$ cat src/rtl/riscv_core_pkg.sv
// Shared types and constants for the riscv_core execute-stage divide controller.
package riscv_core_pkg;

  typedef enum logic [1:0] {
    IDLE   = 2'd0,
    BUSY   = 2'd1,
    RESULT = 2'd2
  } div_ctrl_state_e;

  localparam logic [1:0] DIV  = 2'b00;
  localparam logic [1:0] DIVU = 2'b01;
  localparam logic [1:0] REM  = 2'b10;
  localparam logic [1:0] REMU = 2'b11;

endpackage

$ cat src/rtl/riscv_core_div_reuse.sv
// One-entry divide result cache with a full-operand hit compare.
// Only instantiated when RISCV_DIV_REUSE_EN is defined.
module riscv_core_div_reuse #(
  parameter int XLEN = 64
) (
  input  logic            clk,
  input  logic            rst_n,
  input  logic            wr_en,
  input  logic [XLEN-1:0] wr_src_a,
  input  logic [XLEN-1:0] wr_src_b,
  input  logic [1:0]      wr_control,
  input  logic            wr_isword,
  input  logic [XLEN-1:0] wr_result,
  input  logic [XLEN-1:0] lk_src_a,
  input  logic [XLEN-1:0] lk_src_b,
  input  logic [1:0]      lk_control,
  input  logic            lk_isword,
  output logic            hit,
  output logic [XLEN-1:0] hit_result
);

  logic            valid_r;
  logic [XLEN-1:0] src_a_r;
  logic [XLEN-1:0] src_b_r;
  logic [1:0]      control_r;
  logic            isword_r;
  logic [XLEN-1:0] result_r;
  logic            match_s;

  // Cache entry: only a completed divide refreshes it, only reset invalidates it.
  always_ff @(posedge clk or negedge rst_n) begin
    if (!rst_n) begin
      valid_r   <= 1'b0;
      src_a_r   <= {XLEN{1'b0}};
      src_b_r   <= {XLEN{1'b0}};
      control_r <= 2'b00;
      isword_r  <= 1'b0;
      result_r  <= {XLEN{1'b0}};
    end else if (wr_en) begin
      valid_r   <= 1'b1;
      src_a_r   <= wr_src_a;
      src_b_r   <= wr_src_b;
      control_r <= wr_control;
      isword_r  <= wr_isword;
      result_r  <= wr_result;
    end
  end

  // Hit requires every operand field to match the stored entry.
  always_comb begin
    match_s = (lk_src_a == src_a_r) && (lk_src_b == src_b_r) &&
              (lk_control == control_r) && (lk_isword == isword_r);
  end

  assign hit        = valid_r & match_s;
  assign hit_result = result_r;

endmodule

$ cat src/rtl/riscv_core_div_ctrl.sv
// Execute-stage initiator for the iterative divider: launch, stall, writeback hold, flush.
// Optional result reuse cache enabled by defining RISCV_DIV_REUSE_EN.
module riscv_core_div_ctrl
  import riscv_core_pkg::*;
#(
  parameter int XLEN = 64
) (
  input  logic            i_div_ctrl_clk,
  input  logic            i_div_ctrl_rstn,
  input  logic            i_div_ctrl_valid,
  input  logic [XLEN-1:0] i_div_ctrl_srcA,
  input  logic [XLEN-1:0] i_div_ctrl_srcB,
  input  logic [1:0]      i_div_ctrl_control,
  input  logic            i_div_ctrl_isword,
  input  logic [4:0]      i_div_ctrl_rd,
  input  logic            i_div_ctrl_flush,
  input  logic            i_div_ctrl_wb_ready,
  input  logic            i_div_ctrl_done,
  input  logic [XLEN-1:0] i_div_ctrl_result,
  output logic            o_div_ctrl_en,
  output logic [XLEN-1:0] o_div_ctrl_srcA,
  output logic [XLEN-1:0] o_div_ctrl_srcB,
  output logic [1:0]      o_div_ctrl_control,
  output logic            o_div_ctrl_isword,
  output logic            o_div_ctrl_stall,
  output logic            o_div_ctrl_wb_valid,
  output logic [4:0]      o_div_ctrl_wb_rd,
  output logic [XLEN-1:0] o_div_ctrl_wb_data
);

  div_ctrl_state_e state_r;
  logic            en_r;
  logic [XLEN-1:0] src_a_r;
  logic [XLEN-1:0] src_b_r;
  logic [1:0]      control_r;
  logic            isword_r;
  logic            wb_valid_r;
  logic [4:0]      rd_r;
  logic [XLEN-1:0] wb_data_r;
  logic            req_s;
  logic            stall_s;
  logic            hit_s;
  logic [XLEN-1:0] hit_data_s;

  // A request with rd=x0 is architecturally a no-op and never launches.
  always_comb begin
    req_s = i_div_ctrl_valid & (i_div_ctrl_rd != 5'd0) & ~i_div_ctrl_flush;
  end

`ifdef RISCV_DIV_REUSE_EN
  logic cache_wr_s;

  // Refresh the cache only on a done that is actually accepted.
  always_comb begin
    cache_wr_s = (state_r == BUSY) & i_div_ctrl_done & ~i_div_ctrl_flush;
  end

  riscv_core_div_reuse #(
    .XLEN (XLEN)
  ) u_reuse (
    .clk        (i_div_ctrl_clk),
    .rst_n      (i_div_ctrl_rstn),
    .wr_en      (cache_wr_s),
    .wr_src_a   (src_a_r),
    .wr_src_b   (src_b_r),
    .wr_control (control_r),
    .wr_isword  (isword_r),
    .wr_result  (i_div_ctrl_result),
    .lk_src_a   (i_div_ctrl_srcA),
    .lk_src_b   (i_div_ctrl_srcB),
    .lk_control (i_div_ctrl_control),
    .lk_isword  (i_div_ctrl_isword),
    .hit        (hit_s),
    .hit_result (hit_data_s)
  );
`else
  assign hit_s      = 1'b0;
  assign hit_data_s = {XLEN{1'b0}};
`endif

  // Stall decode; held low during reset so every output reads zero.
  always_comb begin
    stall_s = 1'b0;
    if (!i_div_ctrl_rstn || i_div_ctrl_flush) begin
      stall_s = 1'b0;
    end else begin
      case (state_r)
        IDLE:    stall_s = req_s;
        BUSY:    stall_s = 1'b1;
        RESULT:  stall_s = ~i_div_ctrl_wb_ready;
        default: stall_s = 1'b0;
      endcase
    end
  end

  // Control FSM; flush outranks done and wb_ready.
  always_ff @(posedge i_div_ctrl_clk or negedge i_div_ctrl_rstn) begin
    if (!i_div_ctrl_rstn) begin
      state_r    <= IDLE;
      en_r       <= 1'b0;
      src_a_r    <= {XLEN{1'b0}};
      src_b_r    <= {XLEN{1'b0}};
      control_r  <= 2'b00;
      isword_r   <= 1'b0;
      wb_valid_r <= 1'b0;
      rd_r       <= 5'd0;
      wb_data_r  <= {XLEN{1'b0}};
    end else if (i_div_ctrl_flush) begin
      state_r    <= IDLE;
      en_r       <= 1'b0;
      wb_valid_r <= 1'b0;
    end else begin
      case (state_r)
        IDLE: begin
          if (req_s) begin
            rd_r <= i_div_ctrl_rd;
            if (hit_s) begin
              state_r    <= RESULT;
              wb_valid_r <= 1'b1;
              wb_data_r  <= hit_data_s;
            end else begin
              state_r   <= BUSY;
              en_r      <= 1'b1;
              src_a_r   <= i_div_ctrl_srcA;
              src_b_r   <= i_div_ctrl_srcB;
              control_r <= i_div_ctrl_control;
              isword_r  <= i_div_ctrl_isword;
            end
          end
        end
        BUSY: begin
          if (i_div_ctrl_done) begin
            state_r    <= RESULT;
            en_r       <= 1'b0;
            wb_valid_r <= 1'b1;
            wb_data_r  <= i_div_ctrl_result;
          end
        end
        RESULT: begin
          if (i_div_ctrl_wb_ready) begin
            state_r    <= IDLE;
            wb_valid_r <= 1'b0;
          end
        end
        default: begin
          state_r    <= IDLE;
          en_r       <= 1'b0;
          wb_valid_r <= 1'b0;
        end
      endcase
    end
  end

  assign o_div_ctrl_en       = en_r;
  assign o_div_ctrl_srcA     = src_a_r;
  assign o_div_ctrl_srcB     = src_b_r;
  assign o_div_ctrl_control  = control_r;
  assign o_div_ctrl_isword   = isword_r;
  assign o_div_ctrl_stall    = stall_s;
  assign o_div_ctrl_wb_valid = wb_valid_r;
  assign o_div_ctrl_wb_rd    = rd_r;
  assign o_div_ctrl_wb_data  = wb_data_r;

endmodule
$ cat config.mk
export PLATFORM = sky130hd
export DESIGN_NAME = riscv_core_div_ctrl
export DESIGN_NICKNAME = d
export VERILOG_FILES = /design/src/rtl/riscv_core_pkg.sv /design/src/rtl/riscv_core_div_reuse.sv /design/src/rtl/riscv_core_div_ctrl.sv
export SDC_FILE = /design/constraint.sdc
export NUM_CORES = 1
export LEC_CHECK = 0
export BUFFER_PORTS_ARGS = -buffer_cell sky130_fd_sc_hd__buf_4
export CAP_MARGIN = 20
export CORE_AREA = 8 8 154 156
export CTS_CLUSTER_SIZE = 8
export DETAILED_ROUTE_END_ITERATION = 10
export DIE_AREA = 0 0 162 164
export MAX_ROUTING_LAYER = met4
export PLACE_DENSITY_LB_ADDON = 0.3
export SETUP_SLACK_MARGIN = 0.5
export SLEW_MARGIN = 25
export SYNTH_ARGS = -nofsm -noshare
export SYNTH_HDL_FRONTEND = slang
export SYNTH_SLANG_ARGS = --single-unit
$ cat constraint.sdc
create_clock -name i_div_ctrl_clk -period 4.15 [get_ports i_div_ctrl_clk]
set_clock_uncertainty 0.1 [all_clocks]
set_input_delay 0 -clock i_div_ctrl_clk [delete_from_list [all_inputs] [get_ports i_div_ctrl_clk]]
set_output_delay 0 -clock i_div_ctrl_clk [all_outputs]
set_load 0.05 [all_outputs]
==> results.sh <==
export IMPL_status="complete, no violations"
export IMPL_drv_slew=0
export IMPL_route_detailed_drc=0
export IMPL_synth_flop_cell="dfrtp_1"
export IMPL_gp_congestion=0.783
export IMPL_vias_per_cell=4.57
export IMPL_dieHeight_um=164
export IMPL_placedCellCount=1119
export IMPL_tns_ns=0
export IMPL_hp_class="in -> async"
export IMPL_cts_setup_buffers=0
export IMPL_finalSetupViolations=0
export IMPL_synth_edf_count=0
export IMPL_ctsResizeCount=0
export IMPL_cp_required_ns=4.45
export IMPL_syn_to_final_growth_pct=72.9
export IMPL_die_w_um=162
export IMPL_cts_buffers=29
export IMPL_hold_viol=0
export IMPL_power_total_mw=8.81
export IMPL_grt_pass1_wl_um=43300
export IMPL_p_per_area_nw_per_um2=619
export IMPL_cts_root_buf="clkbuf_16"
export IMPL_min_period_ns=2.47
export IMPL_routedWlPerCell_um=21.1
export IMPL_grt_pass1_vias=7242
export IMPL_clock_path_buffers=3
export IMPL_r2r_start="state_r[1]"
export IMPL_vias=6209
export IMPL_post_place_ws_ns=1.66
export IMPL_antenna_found_initial=0
export IMPL_synthCells=449
export IMPL_crit_path_start="state_r[1]"
export IMPL_leakagePower_nw=6.88
export IMPL_synth_cell_type_count=21
export IMPL_crit_fanout=29
export IMPL_finalCoreUtilization_pct=66.7
export IMPL_grt_max_degree=107
export IMPL_critical_path_class="reg -> reg"
export IMPL_ctsHoldBuffers=206
export IMPL_cap_violations=0
export IMPL_design_portCount=409
export IMPL_path_clk_slew_ns=0.05
export IMPL_fmax_mhz=404
export IMPL_synth_fp_nets=655
export IMPL_fin_ws_ns=1.68
export IMPL_ant_nets=0
export IMPL_clock_sinks=204
export IMPL_async_reset_ff_share_pct=100
export IMPL_fin_nets=1282
export IMPL_track_usage_pct=21.5
export IMPL_placementRows=54
export IMPL_initial_core_util_pct=38.6
export IMPL_crit_path_end_kind="register"
export IMPL_grt_overflow=0
export IMPL_post_route_cells_drive_above_1_share_pct=60.3
export IMPL_vdd_drop_max_mv=0.321
export IMPL_rr_worst_depth=4
export IMPL_worstPathArrival_ns=2.78
export IMPL_portBuffers=408
export IMPL_fillers=1405
export IMPL_dr_pass1_iters=4
export IMPL_drtIter0Drc=248
export IMPL_rsz0062_at_grt="false"
export IMPL_relSlewSlack_pct=40.8
export IMPL_htree_levels=1
export IMPL_die_area_um2=26600
export IMPL_finalCritPeriodShare_pct=59.6
export IMPL_coreArea_um2=21400
export IMPL_worst_pin_slew_ns=0.888
export IMPL_clock_latency_ns=0.52
export IMPL_layout_cells_non_filler=1358
export IMPL_synth_area_um2=8240
export IMPL_dp_hpwl_um=18800
export IMPL_cts_tree="built"
export IMPL_avgSynthCellArea_um2=18.3
export IMPL_routed_wl_um=28600
export IMPL_ys_warn_count=0
export IMPL_crit_path_start_kind="register"
export IMPL_yosys_register_bits=204
export IMPL_ys_seq_area_share_pct=62.0
[final timing paths]
check / slack, ns / to
worst min register to register: 0.40 / o_div_ctrl_wb_data[34]
worst min-delay path: 0.05 / o_div_ctrl_srcB[22]
min in group i_div_ctrl_clk: 0.14 / o_div_ctrl_srcB[46]
max in group asynchronous: 2.78 / o_div_ctrl_srcA[19]
worst max-delay path: 1.68 / o_div_ctrl_srcA[48]
worst max register to register: 1.68 / o_div_ctrl_srcA[48]
[cell families after synthesis]
logic type | Yosys count | synth area share [%]
DFF | 204 | 62.0
muxes | 200 | 32.7
buffers and inverters | 24 | 3.65
and+or+nand+nor | 14 | 1.11
AOI/OAI and AO/OA | 7 | 0.562
[registers in the layout, summed over array words and instances, names as in the netlist]
register             cells
o_div_ctrl_wb_valid      1
o_div_ctrl_wb_data      64
o_div_ctrl_srcA         64
o_div_ctrl_wb_rd         5
state_r                  2
o_div_ctrl_isword        1
o_div_ctrl_control       2
o_div_ctrl_srcB         64
o_div_ctrl_en            1
[cell usage after synthesis, types with 2 or more instances]
cell type  count  area share, %
dfrtp_1      204             62
mux2_4       118             22
mux2_2        82             11
buf_12        11            2.7
buf_2          7           0.43
buf_6          3           0.41
nand2_1        3           0.14
nor4b_1        3           0.32
a21oi_1        2           0.12
clkbuf_1       2          0.091
nor2_1         2          0.091
o21ai_0        2           0.12
or2_2          2           0.15
[critical path, stage by stage (launching register included)]
cell,delay [ns]
dfrtp_1,0.47
nor4b_1,0.35
o21a_4,0.53
buf_4,0.49
mux2_2,0.40
[where the power goes]
group / switching [mW] / total (mW) / internal, mW
clock network: 0.795 / 2.01 / 1.22
registers: 0.316 / 2.83 / 2.51
logic: 2.51 / 3.97 / 1.46
total: 3.62 / 8.81 / 5.19
[per-stage QoR]
stage / instance area (µm²) / hold slack (ns)
floorplan: 8240 / -0.396
global placement: 11400 / 0.0733
detailed placement: 11400 / 0.0766
CTS: 14200 / 0.0697
global route: 14200 / 0.129
finish: 14200 / 0.0512
[cells in the final DEF (no fill, tap or decap), types with 2 or more instances in the layout]
cell,n
a21oi_1,2
nor4b_1,3
clkbuf_16,29
or2_2,2
mux2_2,82
o21ai_0,2
dlygate4sd3_1,206
buf_12,2
dfrtp_1,204
nand2_1,3
buf_4,410
mux2_4,118
nor2_1,2
[routing by layer]
| layer | GRT usage (%) | up-vias | routed length [µm] |
|---|---|---|---|
| met4 | 6.40 | 0 | 554 |
| met5 | - | - | 0 |
| met2 | 38.2 | 287 | 15000 |
| li1 | - | 2812 | - |
| met1 | 23.5 | 3059 | 10800 |
| met3 | 5.49 | 51 | 2190 |
[final cells by class]
| cell class | instances | area, µm² | area share, % |
|---|---|---|---|
| flip-flops and latches | 204 | 5100 | 35.8 |
| inverters | 1 | 3.75 | 0.0264 |
| well taps | 280 | 350 | 2.46 |
| multi-input cells | 221 | 2850 | 20.0 |
| diodes | 1 | 2.50 | 0.0176 |
| repair buffers | 619 | 5190 | 36.5 |
| clock buffers | 30 | 729 | 5.12 |
| clock inverters | 2 | 13.8 | 0.0966 |
Note: power is estimated with default switching activity, not from simulation.
